==> config.mk <==
export PLATFORM = sky130hd
export DESIGN_NAME = lru_way_age_tracker_flat
export DESIGN_NICKNAME = d
export VERILOG_FILES = /design/src/rtl/lru_way_age_tracker_if.sv /design/src/rtl/lru_way_age_tracker.sv /design/src/flat_wrapper.sv
export SDC_FILE = /design/constraint.sdc
export NUM_CORES = 1
export LEC_CHECK = 0
export CAP_MARGIN = 0
export CORE_MARGIN = 5
export CORE_UTILIZATION = 30
export CTS_CLUSTER_SIZE = 16
export DETAILED_ROUTE_END_ITERATION = 12
export PLACE_DENSITY_LB_ADDON = 0.3
export REMOVE_ABC_BUFFERS = 1
export SYNTH_ARGS = -nofsm -noshare
export SYNTH_HDL_FRONTEND = slang
export SYNTH_SLANG_ARGS = --single-unit
export TNS_END_PERCENT = 50
==> constraint.sdc <==
create_clock -name i_clk -period 1.95 [get_ports i_clk]
set_input_delay 0.39 -clock i_clk [delete_from_list [all_inputs] [get_ports i_clk]]
set_output_delay 0.39 -clock i_clk [all_outputs]
set_load 0.005 [all_outputs]
==> src/rtl/lru_way_age_tracker_if.sv <==
// rtl/lru_way_age_tracker_if.sv - request/response bundle between the LRU policy and the way age tracker
interface lru_way_age_tracker_if #(
    parameter int NUM_WAYS = 8
);
    localparam int CW = $clog2(NUM_WAYS);

    logic [NUM_WAYS-1:0]    accessed_way;
    logic                   update_age;
    logic [NUM_WAYS-1:0]    update_done;
    logic                   all_age_update_done;
    logic [NUM_WAYS*CW-1:0] way_age;
    logic [CW-1:0]          accessed_way_age;
    logic [NUM_WAYS-1:0]    expired;
    logic                   eviction_ready;
    logic                   onehot_err;

    modport master (
        output accessed_way,
        output update_age,
        input  update_done,
        input  all_age_update_done,
        input  way_age,
        input  accessed_way_age,
        input  expired,
        input  eviction_ready,
        input  onehot_err
    );

    modport slave (
        input  accessed_way,
        input  update_age,
        output update_done,
        output all_age_update_done,
        output way_age,
        output accessed_way_age,
        output expired,
        output eviction_ready,
        output onehot_err
    );
endinterface

==> src/rtl/lru_way_age_tracker.sv <==
// rtl/lru_way_age_tracker.sv - per-way LRU age counters updated under a request/done handshake
module lru_way_age_tracker #(
    parameter int NUM_WAYS = 8
) (
    input  logic                  i_clk,
    input  logic                  i_rst,
    lru_way_age_tracker_if.slave  bus
);
    localparam int CW = $clog2(NUM_WAYS);

    typedef enum logic [1:0] {
        S_IDLE,
        S_UPDATE,
        S_DONE
    } state_t;

    state_t                 r_state;
    state_t                 w_next;
    logic [CW-1:0]          r_age [NUM_WAYS];
    logic [CW-1:0]          r_acc_idx;
    logic [CW-1:0]          r_acc_age;
    logic [NUM_WAYS-1:0]    r_update_done;
    logic                   r_onehot_err;

    logic                   w_onehot;
    logic [CW-1:0]          w_idx;
    logic                   w_capture;
    logic                   w_reject;
    logic                   w_apply;
    logic                   w_set_done;
    logic                   w_clr_done;
    logic [NUM_WAYS*CW-1:0] w_way_age;
    logic [NUM_WAYS-1:0]    w_expired;
    logic [(1<<CW)-1:0]     w_seen;

    assign w_onehot = (bus.accessed_way != '0) &&
                      ((bus.accessed_way & (bus.accessed_way - NUM_WAYS'(1))) == '0);

    always_comb begin
        w_idx = '0;
        for (int i = 0; i < NUM_WAYS; i++) begin
            if (bus.accessed_way[i]) begin
                w_idx = CW'(i);
            end
        end
    end

    always_comb begin
        w_next     = r_state;
        w_capture  = 1'b0;
        w_reject   = 1'b0;
        w_apply    = 1'b0;
        w_set_done = 1'b0;
        w_clr_done = 1'b0;
        case (r_state)
            S_IDLE: begin
                if (bus.update_age) begin
                    if (w_onehot) begin
                        w_capture = 1'b1;
                        w_next    = S_UPDATE;
                    end else begin
                        w_reject  = 1'b1;
                    end
                end
            end
            S_UPDATE: begin
                w_apply    = 1'b1;
                w_set_done = 1'b1;
                w_next     = S_DONE;
            end
            S_DONE: begin
                if (!bus.update_age) begin
                    w_clr_done = 1'b1;
                    w_next     = S_IDLE;
                end
            end
            default: w_next = S_IDLE;
        endcase
    end

    always_ff @(posedge i_clk or posedge i_rst) begin
        if (i_rst) begin
            r_state <= S_IDLE;
        end else begin
            r_state <= w_next;
        end
    end

    // Only ways younger than the accessed one age by one, so the ages stay a permutation.
    always_ff @(posedge i_clk or posedge i_rst) begin
        if (i_rst) begin
            for (int i = 0; i < NUM_WAYS; i++) begin
                r_age[i] <= CW'(i);
            end
            r_acc_idx     <= '0;
            r_acc_age     <= '0;
            r_update_done <= '0;
            r_onehot_err  <= 1'b0;
        end else begin
            if (w_capture) begin
                r_acc_idx <= w_idx;
                r_acc_age <= r_age[w_idx];
            end
            if (w_reject) begin
                r_onehot_err <= 1'b1;
            end
            if (w_apply) begin
                for (int j = 0; j < NUM_WAYS; j++) begin
                    if (CW'(j) == r_acc_idx) begin
                        r_age[j] <= '0;
                    end else if (r_age[j] < r_acc_age) begin
                        r_age[j] <= r_age[j] + CW'(1);
                    end
                end
            end
            if (w_set_done) begin
                r_update_done <= '1;
            end else if (w_clr_done) begin
                r_update_done <= '0;
            end
        end
    end

    always_comb begin
        w_way_age = '0;
        w_expired = '0;
        w_seen    = '0;
        for (int k = 0; k < NUM_WAYS; k++) begin
            w_way_age[k*CW +: CW] = r_age[k];
            w_expired[k]          = (r_age[k] == CW'(NUM_WAYS - 1));
            w_seen[r_age[k]]      = 1'b1;
        end
    end

    assign bus.update_done         = r_update_done;
    assign bus.all_age_update_done = (&r_update_done) & bus.update_age;
    assign bus.way_age             = w_way_age;
    assign bus.accessed_way_age    = r_acc_age;
    assign bus.expired             = w_expired;
    assign bus.eviction_ready      = |w_expired;
    assign bus.onehot_err          = r_onehot_err;

    a_ages_permutation: assert property (@(posedge i_clk) disable iff (i_rst)
        (&w_seen[NUM_WAYS-1:0]));
endmodule

==> src/flat_wrapper.sv <==
// flat-port wrapper written by rule: the top's interface ports become plain ports
module lru_way_age_tracker_flat 
#(
    parameter int NUM_WAYS = 8
)
  (i_clk, i_rst, bus_accessed_way, bus_update_age, bus_update_done, bus_all_age_update_done, bus_way_age, bus_accessed_way_age, bus_expired, bus_eviction_ready, bus_onehot_err);
  lru_way_age_tracker_if #(.NUM_WAYS(NUM_WAYS)) bus_i ();
  input  logic i_clk;
  input  logic i_rst;
  input wire logic [$bits(bus_i.accessed_way)-1:0] bus_accessed_way;
  input wire logic [$bits(bus_i.update_age)-1:0] bus_update_age;
  output wire logic [$bits(bus_i.update_done)-1:0] bus_update_done;
  output wire logic [$bits(bus_i.all_age_update_done)-1:0] bus_all_age_update_done;
  output wire logic [$bits(bus_i.way_age)-1:0] bus_way_age;
  output wire logic [$bits(bus_i.accessed_way_age)-1:0] bus_accessed_way_age;
  output wire logic [$bits(bus_i.expired)-1:0] bus_expired;
  output wire logic [$bits(bus_i.eviction_ready)-1:0] bus_eviction_ready;
  output wire logic [$bits(bus_i.onehot_err)-1:0] bus_onehot_err;
  assign bus_i.accessed_way = bus_accessed_way;
  assign bus_i.update_age = bus_update_age;
  assign bus_update_done = bus_i.update_done;
  assign bus_all_age_update_done = bus_i.all_age_update_done;
  assign bus_way_age = bus_i.way_age;
  assign bus_accessed_way_age = bus_i.accessed_way_age;
  assign bus_expired = bus_i.expired;
  assign bus_eviction_ready = bus_i.eviction_ready;
  assign bus_onehot_err = bus_i.onehot_err;
  lru_way_age_tracker #(.NUM_WAYS(NUM_WAYS)) u_core (.i_clk(i_clk), .i_rst(i_rst), .bus(bus_i));
endmodule
==> results by group <==
Yosys
  • Cell taking the most area after synthesis: dfrtp_1
  • Syn avg cell area: 9.66 µm²
  • Commonest register cell after synthesis: dfrtp_1
  • Seq cells post-synth: 34
  • Synthesized cell area: 2610 µm²
  • Count leader, synth: ha_1
  • Netlist cell types: 45
  • Sequential area share after synthesis: 33.2%
  • Ranking of synthesized cells by area: dfrtp_1 (21%), ha_1 (15%), dfstp_2 (12%)
  • Post-synth EDFFs: 0
  • Proportion of netlist area held by the largest area contributor: 21.1%
  • Yosys warnings: 0
  • Post-Syn Instances: 270
  • Asr flop ratio synth: 100%
  • Most frequent cells after synthesis: ha_1 (32), dfrtp_1 (22), nand2_1 (18)

Cells and area
  • Share of cells above drive strength 1: 35.4%
  • Area Growth Syn to Fin: 54.0%
  • Layout Cells excl Fill: 495
  • Utilization after layout: 46.7%
  • # fillers: 816
  • Nets: 429
  • Diode count: 0

Clock network
  • Register clock-pin slew on the reported worst setup and hold paths: 80 ps
  • Root Buffer: clkbuf_8
  • CTS tree: done
  • CTS Hold Bufs: 0
  • Clk buf depth: 2
  • CTS Sinks: 34
  • CTS buffer count: 5
  • Depth of the CTS H-tree: 2
  • Clock latency on the worst-skew pair: 290 ps

Worst setup path
  • Crit path max fanout: 2
  • Crit path DAT: 1710 ps
  • Critical path's slowest cell: dfrtp_1
  • CP endpoint: bus_eviction_ready
  • R2R depth: 7
  • Reg-to-Reg Start: u_core.bus.way_age[10]
  • FF-to-FF End: u_core.bus.way_age[11]
  • Crit. End Element: output pin
  • Critical path cell sequence: ha_4 > ha_4 > buf_6 > nor4_4 > buf_4 > nand2_2 > buf_2
  • Crit start category: flop
  • Critical path required time: 1560 ps
  • CP startpoint: u_core.bus.way_age[6]
  • CP Class: reg2out
  • R2R Setup Slk: 150 ps
  • Max incr delay on CP: 410 ps
  • Most frequent cell on the critical path: ha_4

Worst hold path
  • Hold/Removal Path Class: reg2reg

Floorplan
  • Core Area: 8590 µm²
  • Initial core utilization: 30.3%
  • Cell row count: 34
  • Die Y: 103 µm
  • Width of the die: 103 µm
  • Die Area: 10,700 µm²
  • Io pins: 57

Routing
  • DR DRC count: 0
  • DRT Pass-1 Iters: 4
  • Wire length per cell: 15.6 µm
  • Total Wirelength: 7730 µm
  • Via density: 5.00
  • Post-route ant nets: 0
  • Total number of vias: 2,474
  • Iter 0 DRT Violations: 98

Placed design
  • HPWL after detailed placement: 5830 µm
  • Dpl cells: 483
  • GP Congestion: 0.873
  • IO Port Bufs: 56
  • Place WS: -454 ps

STA
  • Tmin final: 2100 ps
  • Final period util: 108%
  • F_max: 475 MHz
  • RSZ-0062 raised after global routing: true
  • Post-layout worst setup margin: -153 ps
  • Setup total negative slack: -153 ps
  • Final hold vios: 0
  • Normalized max-slew margin: 69.4%
  • Max Slew Vio Count: 0
  • Setup violators final: 1
  • Clock Skews: 4.54 ps
  • Worst slew pin tran: 459 ps

Run
  • Number of max-cap violations: 0

Outcome
  • Failing checks: setup timing
  • Status: finished with violations

Global route
  • First-pass GRT wire length: 12,200 µm
  • Vias in the first global route: 2,462
  • Gr usage total: 14.9%
  • Pin count of the biggest net entering global routing: 35
  • Antenna violations before repair: 0
  • Total congestion overflow: 0

Pwr
  • Worst vdd ir: 397 µV
  • Leak: 1.92 nW
  • Power Density: 949 nW/µm²
  • Design Power: 3.81 mW
worst min-delay path by stage:
stage	from	end	slack (ps)	cells past startpoint
after floorplan	u_core.bus.onehot_err	u_core.bus.onehot_err	450	1
after global placement	u_core.bus.onehot_err	u_core.bus.onehot_err	450	1
after detailed placement	u_core.bus.onehot_err	u_core.bus.onehot_err	460	1
after CTS	u_core.bus.onehot_err	u_core.bus.onehot_err	480	1
after global routing	u_core.bus.onehot_err	u_core.bus.onehot_err	510	1
final	u_core.bus.onehot_err	u_core.bus.onehot_err	470	1
per-stage QoR:
stage               hold slack, ps  instance area (µm²)
floorplan                      451                 2510
global placement               454                 3690
detailed placement             456                 3690
CTS                            475                 3920
global route                   511                 4020
finish                         470                 4020
layer usage:
layer | up-vias | track usage (%) | share of wire (%)
li1 | 1210 | - | -
met5 | - | 0 | 0
met4 | 0 | 3.98 | 1.6
met2 | 60 | 25.1 | 49
met3 | 12 | 2.95 | 4.8
met1 | 1192 | 19.5 | 44
where the power goes:
part	internal [mW]	switching [mW]	total (mW)
Sequential	0.934	0.223	1.16
Combinational	1.18	0.805	1.99
Clock	0.377	0.288	0.664
Total	2.49	1.32	3.81
cell usage in the layout (no fill, tap or decap), types with 4 or more instances in the layout:
cell type,count
dlygate4sd2_1,7
buf_4,69
ha_1,21
nand3b_1,4
clkbuf_8,5
ha_2,5
a21o_1,13
nor2_1,12
ha_4,6
dlymetal6s2s_1,4
a31oi_1,4
nand4_1,4
nor2b_1,8
inv_1,16
dfstp_2,12
clkdlybuf4s50_1,41
nand2b_1,9
nand2_1,17
mux2i_1,14
a211oi_1,5
mux2_2,10
a21oi_1,15
dfrtp_1,22
layout make-up:
class	instances	area, µm²	area share (%)
Multi-Input combinational cell	203	1760	43.9
Timing Repair Buffer	125	1080	26.9
Sequential cell	34	866	21.6
Tap cell	108	135	3.36
Clock buffer	5	68.8	1.71
Inverter	17	63.8	1.59
Clock inverter	3	40.0	0.997
kinds of logic (layout without fill, tap and decap cells):
family	Yosys count	after routing	synth area share, %
AO/OA/AOI/OAI	60	60	15.7
adder cells (fa/ha/maj)	32	32	15.4
buffers and inverters	33	150	6.33
flip-flops	34	34	33.2
multiplexers	28	28	11.4
AND/OR/NAND/NOR	83	83	17.9
worst max-delay path, delay by kind of cell (launching register included):
kind | cells | cell delay (ps)
buffers and inverters | 3 | 390
adder cells (fa/ha/maj) | 2 | 330
AND/OR/NAND/NOR | 2 | 280
flip-flops | 1 | 410
repair_timing:
item	4_1_cts	5_1_grt
buffers inserted	2	2
pin swaps	3	7
gates resized for setup	36	25
endpoints found under the hold margin	0	0
setup endpoints to repair	15	10
flip-flops by register name, indices dropped and copies added (netlist names):
name and cells:
u_core.bus.way_age 24, u_core.bus.accessed_way_age 3, u_core.r_acc_idx 3, u_core.r_state 2
u_core.bus.onehot_err 1, u_core.bus.update_done 1
Power figures use the tool's default switching activity.
